<file path="config.mk">
export PLATFORM = sky130hd
export DESIGN_NAME = mem_access_unit
export DESIGN_NICKNAME = d
export VERILOG_FILES = /design/src/rtl/mem_access_unit.sv
export SDC_FILE = /design/constraint.sdc
export NUM_CORES = 1
export LEC_CHECK = 0
export CORE_ASPECT_RATIO = 0.8
export CORE_MARGIN = 4
export CORE_UTILIZATION = 64
export CTS_CLUSTER_DIAMETER = 40
export DETAILED_ROUTE_END_ITERATION = 7
export DONT_BUFFER_PORTS = 1
export PLACE_DENSITY = 0.8
export SYNTH_ARGS = -nofsm -noshare
export SYNTH_HDL_FRONTEND = slang
export SYNTH_SLANG_ARGS = --single-unit
</file>
<file path="constraint.sdc">
create_clock -name clk -period 3.4 [get_ports clk]
set_clock_uncertainty 0.1 [all_clocks]
set_input_delay 0.85 -clock clk [delete_from_list [all_inputs] [get_ports clk]]
set_output_delay 0.85 -clock clk [all_outputs]
set_load 0.02 [all_outputs]
</file>
<file path="src/rtl/mem_access_unit.sv">
// MEM-stage load/store initiator: byte/half/word loads with extension, sub-word stores by read-modify-write.
// Optional MISALIGN_TRAP_EN: fault misaligned half/word accesses instead of ignoring the low address bits.
module mem_access_unit #(
  parameter int          MEM_WORDS = 1024,
  parameter logic [31:0] BASE_ADDR = 32'h0
) (
  input  logic        clk,
  input  logic        rst,
  input  logic        req_valid,
  output logic        req_ready,
  input  logic        req_we,
  input  logic [1:0]  req_size,
  input  logic        req_unsigned,
  input  logic [31:0] req_addr,
  input  logic [31:0] req_wdata,
  output logic        rsp_valid,
  input  logic        rsp_ready,
  output logic [31:0] rsp_rdata,
  output logic        rsp_err,
  output logic        mem_we,
  output logic [31:0] mem_a,
  output logic [31:0] mem_wd,
  input  logic [31:0] mem_rd
);

  typedef enum logic [1:0] {IDLE, READ, WRITE, RESP} state_t;

  state_t      state;
  logic        we_q;
  logic        uns_q;
  logic [1:0]  size_q;
  logic [1:0]  lane_q;
  logic [31:0] wdata_q;

  logic [31:0] off;
  logic [31:0] idx;
  logic        bad_addr;
  logic        misalign;
  logic        req_err;

  assign off      = req_addr - BASE_ADDR;
  assign idx      = off >> 2;
  assign bad_addr = (req_addr < BASE_ADDR) || (idx >= 32'(MEM_WORDS));

`ifdef MISALIGN_TRAP_EN
  assign misalign = ((req_size == 2'b01) && req_addr[0]) ||
                    ((req_size == 2'b10) && (req_addr[1:0] != 2'b00));
`else
  assign misalign = 1'b0;
`endif

  assign req_err = (req_size == 2'b11) || bad_addr || misalign;

  // Half accesses only look at lane bit 1 and words at lane 0, so untrapped misalignment is ignored.
  function automatic logic [31:0] load_extract(input logic [31:0] word, input logic [1:0] size,
                                               input logic [1:0] lane, input logic uns);
    logic [7:0]  b;
    logic [15:0] h;
    b = word[{lane, 3'b000} +: 8];
    h = word[{lane[1], 4'b0000} +: 16];
    case (size)
      2'b00:   load_extract = {{24{~uns & b[7]}}, b};
      2'b01:   load_extract = {{16{~uns & h[15]}}, h};
      default: load_extract = word;
    endcase
  endfunction

  function automatic logic [31:0] store_merge(input logic [31:0] word, input logic [31:0] wdata,
                                              input logic [1:0] size, input logic [1:0] lane);
    store_merge = word;
    case (size)
      2'b00:   store_merge[{lane, 3'b000} +: 8]     = wdata[7:0];
      2'b01:   store_merge[{lane[1], 4'b0000} +: 16] = wdata[15:0];
      default: store_merge = wdata;
    endcase
  endfunction

  always_ff @(posedge clk or negedge rst) begin
    if (!rst) begin
      state     <= IDLE;
      req_ready <= 1'b1;
      rsp_valid <= 1'b0;
      rsp_rdata <= 32'h0;
      rsp_err   <= 1'b0;
      mem_we    <= 1'b0;
      mem_a     <= 32'h0;
      mem_wd    <= 32'h0;
      we_q      <= 1'b0;
      uns_q     <= 1'b0;
      size_q    <= 2'b00;
      lane_q    <= 2'b00;
      wdata_q   <= 32'h0;
    end else begin
      case (state)
        IDLE: begin
          if (req_valid && req_ready) begin
            req_ready <= 1'b0;
            we_q      <= req_we;
            uns_q     <= req_unsigned;
            size_q    <= req_size;
            lane_q    <= req_addr[1:0];
            wdata_q   <= req_wdata;
            mem_a     <= idx;
            if (req_err) begin
              state     <= RESP;
              rsp_valid <= 1'b1;
              rsp_err   <= 1'b1;
              rsp_rdata <= 32'h0;
            end else if (req_we && (req_size == 2'b10)) begin
              state  <= WRITE;
              mem_we <= 1'b1;
              mem_wd <= req_wdata;
            end else begin
              state <= READ;
            end
          end
        end
        // The combinational read is captured here, either as the load result or as the merge base.
        READ: begin
          if (we_q) begin
            state  <= WRITE;
            mem_we <= 1'b1;
            mem_wd <= store_merge(mem_rd, wdata_q, size_q, lane_q);
          end else begin
            state     <= RESP;
            rsp_valid <= 1'b1;
            rsp_err   <= 1'b0;
            rsp_rdata <= load_extract(mem_rd, size_q, lane_q, uns_q);
          end
        end
        WRITE: begin
          state     <= RESP;
          mem_we    <= 1'b0;
          rsp_valid <= 1'b1;
          rsp_err   <= 1'b0;
          rsp_rdata <= 32'h0;
        end
        RESP: begin
          if (rsp_ready) begin
            state     <= IDLE;
            rsp_valid <= 1'b0;
            req_ready <= 1'b1;
          end
        end
        default: state <= IDLE;
      endcase
    end
  end

endmodule

</file>
== Word-level counts from Yosys, hierarchy flattened ==
Cells that the tools add are included.
Word-level totals
  logic and storage cells: 89
  input port bits: 104
  register bits: 138
Cells by class
  reduce and logical (&&, ||, !) cells: 16
  order comparisons: 2
  equality and inequality tests: 13
  shift-type cells: 6
  add/subtract/negate cells: 2
  multiplexer cells: 34
  bitwise gates (word level): 3
Operator list (number)
  $mux 32: 7
  $pmux 32 s2: 3
  $pmux 32 s3: 1
  $bwmux 32: 2
  $lt 32x1->1 const B: 1
  $shift 16x7->32 const A: 1
  $shift 8x7->32 const A: 1
  $shiftx 16x7->32: 1
  $shiftx 32x6->16: 1
  $shiftx 32x6->8: 1
  $shiftx 8x7->32: 1
  $ge 30x11->1 const B: 1
  $ne 2x2->1 const B: 7
  $neg 5->7: 2
  $mux 1: 12
  $reduce_and 5->1: 2
  $eq 2x2->1 const B: 4
  $mux 2: 4
  $pmux 2 s4: 1
  $reduce_and 4->1: 2
  $pmux 1 s3: 2
  $eq 2x1->1 const B: 2
  $logic_not 2->1: 2
  $pmux 1 s4: 1
  9 further kinds: 14

== Longest topological paths before layout ==
Gate-level depths: netlist (run 1).
  depth in word-level cells: 6
  gate-level depth with buffers: 10

== Least setup slack after synthesis (run 1) ==
OpenSTA, ideal clock, no wires.
  path type: in2reg
  start: input req_addr[16]
  end: register mem_wd[16]
  path slack: 0.542 ns
  stages: 7
  data arrival time: 2.633 ns
  library setup time: 0.125 ns
  cell sequence: or4_1 -> or4_4 -> o21ai_2 -> nand2b_1 -> buf_6 -> buf_12 -> mux2_4
On the way
  longest elaborated chain between the ends: 5
RTL lines
  from (decl): RTL line 14  | input logic [31:0] req_addr,
  $lt 32x1->1 or $ge 30x11->1 (tied branches): RTL line 43  | assign bad_addr = (req_addr < BASE_ADDR) || (idx >= 32'(MEM_WORDS));
  $logic_or 1x1->1 *: RTL line 43
  $logic_or 1x1->1 *: RTL line 52  | assign req_err = (req_size == 2'b11) || bad_addr || misalign;
  $ne 2x2->1 (no source line) *
  $reduce_and 5->1 (no source line) *
  to (signal assigned): RTL line 112  | mem_wd <= req_wdata;
  to (signal assigned): RTL line 123  | mem_wd <= store_merge(mem_rd, wdata_q, size_q, lane_q);
  to (decl): RTL line 22  | output logic [31:0] mem_wd,
Mark *: on every way between the ends. The rest lies on a longest branch, timed or not.
A chain may end at the register's enable or synchronous reset.

== Final worst setup path (run 1) ==
  start: register state[1]
  end: register mem_wd[0]
On the way
  longest elaborated chain between the ends: 3
RTL lines
  from (decl): RTL line 28  | state_t state;
  from (signal assigned): RTL line 80  | state <= IDLE;
  from (signal assigned): RTL line 105  | state <= RESP;
  from (signal assigned): RTL line 110  | state <= WRITE;
  $eq 2x1->1 or $logic_not 2->1 (tied branches): RTL line 94  | case (state)
  $ne 2x2->1 (no source line) or $reduce_bool 2->1 (tied branches)
  $reduce_and 5->1 (no source line)
Several ways; a longest one is shown, not always the timed one.

==> flow_summary.json, run 1 <==
{
  "grt_max_degree": 139,
  "maxSlewHeadroom_pct": 39.5,
  "layout.nets": 768,
  "worstSetupStartpointType": "flop",
  "grt_pass1_wl_um": 30900,
  "total_power_mw": 9.25,
  "post-cts-setup-buffers": 0,
  "ys_seq_elements": 138,
  "r2r_start": "state[1]",
  "clockBufferDepth": 2,
  "leakage_nw": 3.35,
  "cp_data_required_time_ns": 3.60,
  "antenna_left": 0,
  "first_iter_violations": 809,
  "cts_resized": 0,
  "synth_cell_type_count": 56,
  "hold_viol_final": 0,
  "mostFrequentLayoutCells": "137 x dfrtp_1, 70 x mux2_2, 68 x nand2_1",
  "synth_area_um2": 7110,
  "final_area_um2": 7760,
  "wirelength_um": 20200,
  "yosysWarnings": 0,
  "via_per_inst": 7.08,
  "drive_gt1_share_pct": 21.7,
  "final_common_cell": "dfrtp_1",
  "clkSlewWorstSetupHoldPaths_ns": 0.06,
  "fp.dieArea_um2": 12900,
  "yosysSeqAreaShare_pct": 48.6,
  "clock-root-buffer": "clkbuf_16",
  "outcome": "completed",
  "numCtsBuffers": 17,
  "die_h_um": 102,
  "grt_pass1_vias": 5513,
  "start_util_pct": 65.6,
  "yosysTopAreaCell": "dfrtp_1",
  "die_x_um": 126,
  "slew_violations": 0,
  "fmax_mhz": 349,
  "hp-class": "input pin to asynchronous set/reset pin",
  "multi_input_area_um2": 3390,
  "grt_antenna_before_repair": 0,
  "synth_area_leaders": "dfrtp_1 48%, mux2_2 11%, mux2_4 4.6%",
  "worstSetupEndpointType": "flop",
  "fin_crit_sh_pct": 84.3,
  "clock-sinks": 138,
  "critical_path_arrival_ns": 3.06,
  "io_buffers": 0,
  "critPathLaunch": "state[1]",
  "p_per_area_nw_per_um2": 1190,
  "num_io_pins": 204,
  "worstSetupPathType": "flop to flop",
  "critPathMaxFanout": 32,
  "synth_top_area_share_pct": 48.2,
  "synthArstFlopShare_pct": 100,
  "final_util_pct": 71.5,
  "hold_buffers": 0,
  "avgSynthCellArea_um2": 10.6,
  "overflow": 0,
  "setup_tns_ns": 0,
  "clock_latency_ns": 0.41,
  "dp_hpwl_um": 14500,
  "place_congestion": 0.908,
  "num_vias": 5731,
  "setup_viol": 0,
  "first_pass_iters": 7,
  "fp-row-count": 34,
  "htreeDepth": 4,
  "drc": 0,
  "rsz0062_at_grt": "no",
  "place_area_um2": 7170,
  "num_antenna_cells": 0,
  "syn_to_final_growth_pct": 9.02,
  "grt_usage_pct": 30.9,
  "fin_crit_ns": 2.87,
  "synth_edf_count": 0,
  "core_um2": 10800,
  "synth_ff_type": "dfrtp_1",
  "ir_worst_vdd_uv": 716,
  "hold_slack_ns": 0.0272,
  "worst_pin_slew_ns": 0.901,
  "drv_cap": 0,
  "wl_per_cell_um": 25.0,
  "cts_tree": "built",
  "netlist_instances": 673,
  "nFillCells": 773,
  "seq_area_um2": 3450
}
-- cells by family (layout without fill, tap and decap cells) --
group	count (synthesis)	count (layout)	share of synthesized area [%]
AND/OR/NAND/NOR	196	196	13.1
AO/OA/AOI/OAI	169	169	16.0
flip-flops	138	138	48.6
multiplexers	96	96	16.5
buffers and inverters	63	54	4.12
adder cells (fa/ha/maj)	10	10	1.76
other	1	2	0.0527
-- per-layer routing --
| layer | GRT usage, % | wire, um | vias up |
|---|---|---|---|
| met4 | 13.1 | 659 | 0 |
| met2 | 50.0 | 9920 | 386 |
| li1 | - | - | 2446 |
| met5 | 0 | 0 | - |
| met3 | 9.87 | 2230 | 72 |
| met1 | 38.9 | 7400 | 2827 |
-- cell usage after synthesis (3+ instances only) --
| cell | n |
|---|---|
| nand4_1 | 3 |
| a222oi_1 | 8 |
| clkbuf_1 | 34 |
| nor4_1 | 6 |
| nor2_1 | 51 |
| o221ai_1 | 6 |
| a221oi_1 | 26 |
| o31ai_1 | 10 |
| mux2_2 | 70 |
| and3_1 | 20 |
| ha_1 | 10 |
| nor2b_1 | 8 |
| dfrtp_1 | 137 |
| a21oi_1 | 20 |
| buf_1 | 11 |
| nand2_1 | 68 |
| nand3_1 | 3 |
| nor3_1 | 13 |
| mux2_4 | 22 |
| o22ai_1 | 3 |
| a211oi_1 | 4 |
| a31oi_1 | 23 |
| o21ai_0 | 51 |
| mux2i_1 | 3 |
| inv_1 | 11 |
| nand2b_1 | 12 |
-- worst paths after layout --
check | cells after the start | slack (ns) | to
worst max-delay path | 6 | 0.53 | mem_wd[0]
worst min-delay path | 0 | 0.03 | mem_wd[22]
worst max register to register | 6 | 0.53 | mem_wd[0]
worst min register to register | 1 | 0.42 | wdata_q[25]
max in group asynchronous | 0 | 2.90 | req_ready
min in group clk | 1 | 0.42 | wdata_q[25]
-- flip-flops by register name, summed over array words and instances, names as in the netlist --
name and flops:
mem_a 30, mem_wd 32, uns_q 1, rsp_rdata 32, we_q 1, wdata_q 32
state 2, rsp_valid 1, rsp_err 1, lane_q 2, mem_we 1, req_ready 1
size_q 2
-- critical path: stages, from the launching register on --
cell and delay (ns):
dfrtp_1 0.41, inv_1 0.12, ha_2 0.49, mux2i_1 0.57, nand2b_2 0.22, buf_4 0.43
mux2_2 0.39
-- final cells by class --
cell class / count / share of cell area, %
Multi-Input combinational cell: 473 / 43.7
Sequential cell: 138 / 44.5
Inverter: 11 / 0.532
Tap cell: 144 / 2.32
Timing Repair Buffer: 13 / 1.26
Clock inverter: 11 / 1.90
Clock buffer: 19 / 5.71
-- power breakdown --
part	internal (mW)	leakage [nW]	total, mW	switching [mW]
registers	2.43	1.69	3.75	1.32
clock network	1.16	0.277	1.86	0.699
logic	1.63	1.39	3.63	2.00
total	5.23	3.35	9.25	4.02
-- metrics by stage --
stage | instances | worst slack, ns
floorplan | 674 | 0.542
global placement | 779 | 0.427
detailed placement | 779 | 0.372
CTS | 809 | 0.534
global route | 809 | 0.302
finish | 809 | 0.532
(Power assumes the default switching activity.)
==> inputs of run 2 (changes only) <==
--- a/config.mk
+++ b/config.mk
@@ -7,11 +7,11 @@
 export LEC_CHECK = 0
 export CORE_ASPECT_RATIO = 0.8
 export CORE_MARGIN = 4
-export CORE_UTILIZATION = 64
+export CORE_UTILIZATION = 58
 export CTS_CLUSTER_DIAMETER = 40
 export DETAILED_ROUTE_END_ITERATION = 7
 export DONT_BUFFER_PORTS = 1
-export PLACE_DENSITY = 0.8
+export PLACE_DENSITY = 0.76
 export SYNTH_ARGS = -nofsm -noshare
 export SYNTH_HDL_FRONTEND = slang
 export SYNTH_SLANG_ARGS = --single-unit
==> constraint.sdc (replaced) <==
create_clock -name clk -period 2.55 [get_ports clk]
set_clock_uncertainty 0.1 [all_clocks]
set_input_delay 0.6375 -clock clk [delete_from_list [all_inputs] [get_ports clk]]
set_output_delay 0.6375 -clock clk [all_outputs]
set_load 0.02 [all_outputs]
==> run 2 against run 1 <==
  * The run now ends with DRC, hold timing left
  * First-iteration DRC count rose by 2.1%
  * Maximum frequency increased by 18%
  * Worst hold slack got worse by 0.22 ns
  * Sequential share of layout area fell by 0.81 points
  * Flip-flop and latch count unchanged
  * Clock power grew 39%
  * Global-route usage decreased by 1.9 points
  * Register-to-register slack lost 0.41 ns
  * Count of clock-buffer cells in the layout is the same
  * Critical path depth increased by 1
  * Sequential power rose by 33%
  * Final area rose by 1.9%
  * Critical endpoint is now mem_wd[2]
==> flow_summary.json, run 2 (synthesis results as in run 1) <==
{
  "final_area_um2": 7900,
  "power.internal_mw": 7.26,
  "fmax_mhz": 412,
  "ir_worst_vdd_uv": 727,
  "num_vias": 5595,
  "grt.busiest_layer": "met2",
  "clkSlewWorstSetupHoldPaths_ns": 0.06,
  "first_iter_violations": 826,
  "num_io_pins": 204,
  "fp-row-count": 35,
  "setup_viol": 0,
  "comb_power_share_pct": 40.1,
  "crit_path_end": "mem_wd[2]",
  "overflow": 0,
  "grt_pass1_wl_um": 31500,
  "drc": 4,
  "final_util_pct": 67.3,
  "worstSetupPathType": "flop to flop",
  "clock-root-buffer": "clkbuf_16",
  "drv_cap": 0,
  "critical_path_arrival_ns": 2.63,
  "cts_tree": "built",
  "wl_per_cell_um": 25.0,
  "layout.nets": 774,
  "grt_use_met3_pct": 9.99,
  "final_common_cell": "dfrtp_1",
  "clockBufferDepth": 2,
  "use_met2_pct": 45.7,
  "hp-class": "input pin to asynchronous set/reset pin",
  "post-cts-setup-buffers": 0,
  "hold_slack_ns": -0.188,
  "worst_pin_slew_ns": 0.986,
  "grt_antenna_before_repair": 0,
  "power.share.clock_pct": 20.4,
  "first_pass_iters": 8,
  "syn_to_final_growth_pct": 11.0,
  "place_area_um2": 7270,
  "violations": "DRC, hold timing",
  "r2r_setup_slack_ns": 0.12,
  "htreeDepth": 4,
  "rsz0062_at_grt": "no",
  "core_um2": 11700,
  "switching_share_pct": 42.5,
  "outcome": "finished, violations left",
  "maxSlewHeadroom_pct": 33.8,
  "p_per_area_nw_per_um2": 1600,
  "worstSetupEndpointType": "flop",
  "drive_gt1_share_pct": 23.2,
  "power.switching_mw": 5.38,
  "finalWorstSetupSlack_ns": 0.123,
  "critPathLaunch": "lane_q[1]",
  "die_h_um": 107,
  "clock_latency_ns": 0.42,
  "grt_pass1_vias": 5466,
  "nFillCells": 905,
  "r2r_start": "lane_q[1]",
  "power_frac_seq_pct": 39.5,
  "fp.dieArea_um2": 14100,
  "dp_hpwl_um": 14800,
  "fin_crit_ns": 2.43,
  "critPathMaxFanout": 8,
  "wirelength_um": 20500,
  "hold_viol_final": 137,
  "r2r_end": "mem_wd[2]",
  "worstSetupStartpointType": "flop",
  "place_ws_ns": -0.111,
  "reg2reg_depth": 7,
  "fin_crit_sh_pct": 95.2,
  "use_met1_pct": 36.8,
  "grt_usage_pct": 28.9,
  "leakage_nw": 3.43,
  "place_congestion": 0.914,
  "num_antenna_cells": 0,
  "slew_violations": 0,
  "reg.largest.list": "mem_wd (32), rsp_rdata (32), wdata_q (32)",
  "die_x_um": 132,
  "clock-sinks": 138,
  "io_buffers": 0,
  "cp_data_required_time_ns": 2.75,
  "numCtsBuffers": 17,
  "via_per_inst": 6.82,
  "start_util_pct": 60.6,
  "mostFrequentLayoutCells": "137 x dfrtp_1, 70 x mux2_2, 68 x nand2_1",
  "grt_max_degree": 139,
  "antenna_left": 0
}
-- run 2: critical path, stage by stage (launching register included) --
cell and delay [ns]:
dfrtp_1 0.34, inv_1 0.13, ha_1 0.25, nor4bb_1 0.15, a211o_1 0.45, a221oi_1 0.51, nor2_1 0.10, mux2_4 0.28
-- run 2: power by group through the flow --
stage / registers [mW] / logic [mW] / clock network (mW)
final: 4.99 / 5.07 / 2.58
after global placement: 4.97 / 4.73 / 0
after global routing: 5.09 / 5.53 / 2.72
after detailed placement: 5.01 / 4.93 / 0
after CTS: 4.99 / 4.97 / 2.60
after floorplan: 4.65 / 3.96 / 0
-- run 2: layout make-up --
cell class / count / area [um^2] / share of cell area [%]
inverter: 11 / 41.3 / 0.523
timing repair buffer: 19 / 193 / 2.44
clock buffer: 19 / 443 / 5.61
sequential: 138 / 3450 / 43.7
clock inverter: 12 / 173 / 2.19
tap: 148 / 185 / 2.34
multi-input combinational: 473 / 3410 / 43.2
-- run 2: timing repair --
action | in CTS | in global routing
setup endpoints to repair | 0 | 26
gates resized for setup | 0 | 6
endpoints found under the hold margin | 138 | 138
-- run 2: worst min-delay path by stage --
stage | to | slack, ns | depth (start not counted)
6_report | mem_wd[22] | -0.19 | 0
3_5_place_dp | mem_wd[28] | 0.25 | 0
3_3_place_gp | mem_wd[27] | 0.25 | 0
2_1_floorplan | lane_q[0] | 0.24 | 0
4_1_cts | mem_wd[22] | -0.19 | 0
5_1_grt | mem_wd[22] | -0.20 | 0
-- run 2: through the flow --
stage / power [mW] / hold slack [ns] / TNS (ns) / std cells
after CTS: 12.6 / -0.193 / 0 / 820
after global routing: 13.3 / -0.204 / 0 / 820
after floorplan: 8.62 / 0.242 / -2.09 / 674
after detailed placement: 9.94 / 0.247 / -3.00 / 789
final: 12.6 / -0.188 / 0 / 820
after global placement: 9.70 / 0.248 / -1.96 / 789
-- run 2: layer usage --
| layer | vias to the layer above | share of wire [%] |
|---|---|---|
| met5 | - | 0 |
| met4 | 0 | 2.9 |
| met3 | 49 | 11 |
| met2 | 340 | 49 |
| met1 | 2753 | 37 |
| li1 | 2453 | - |
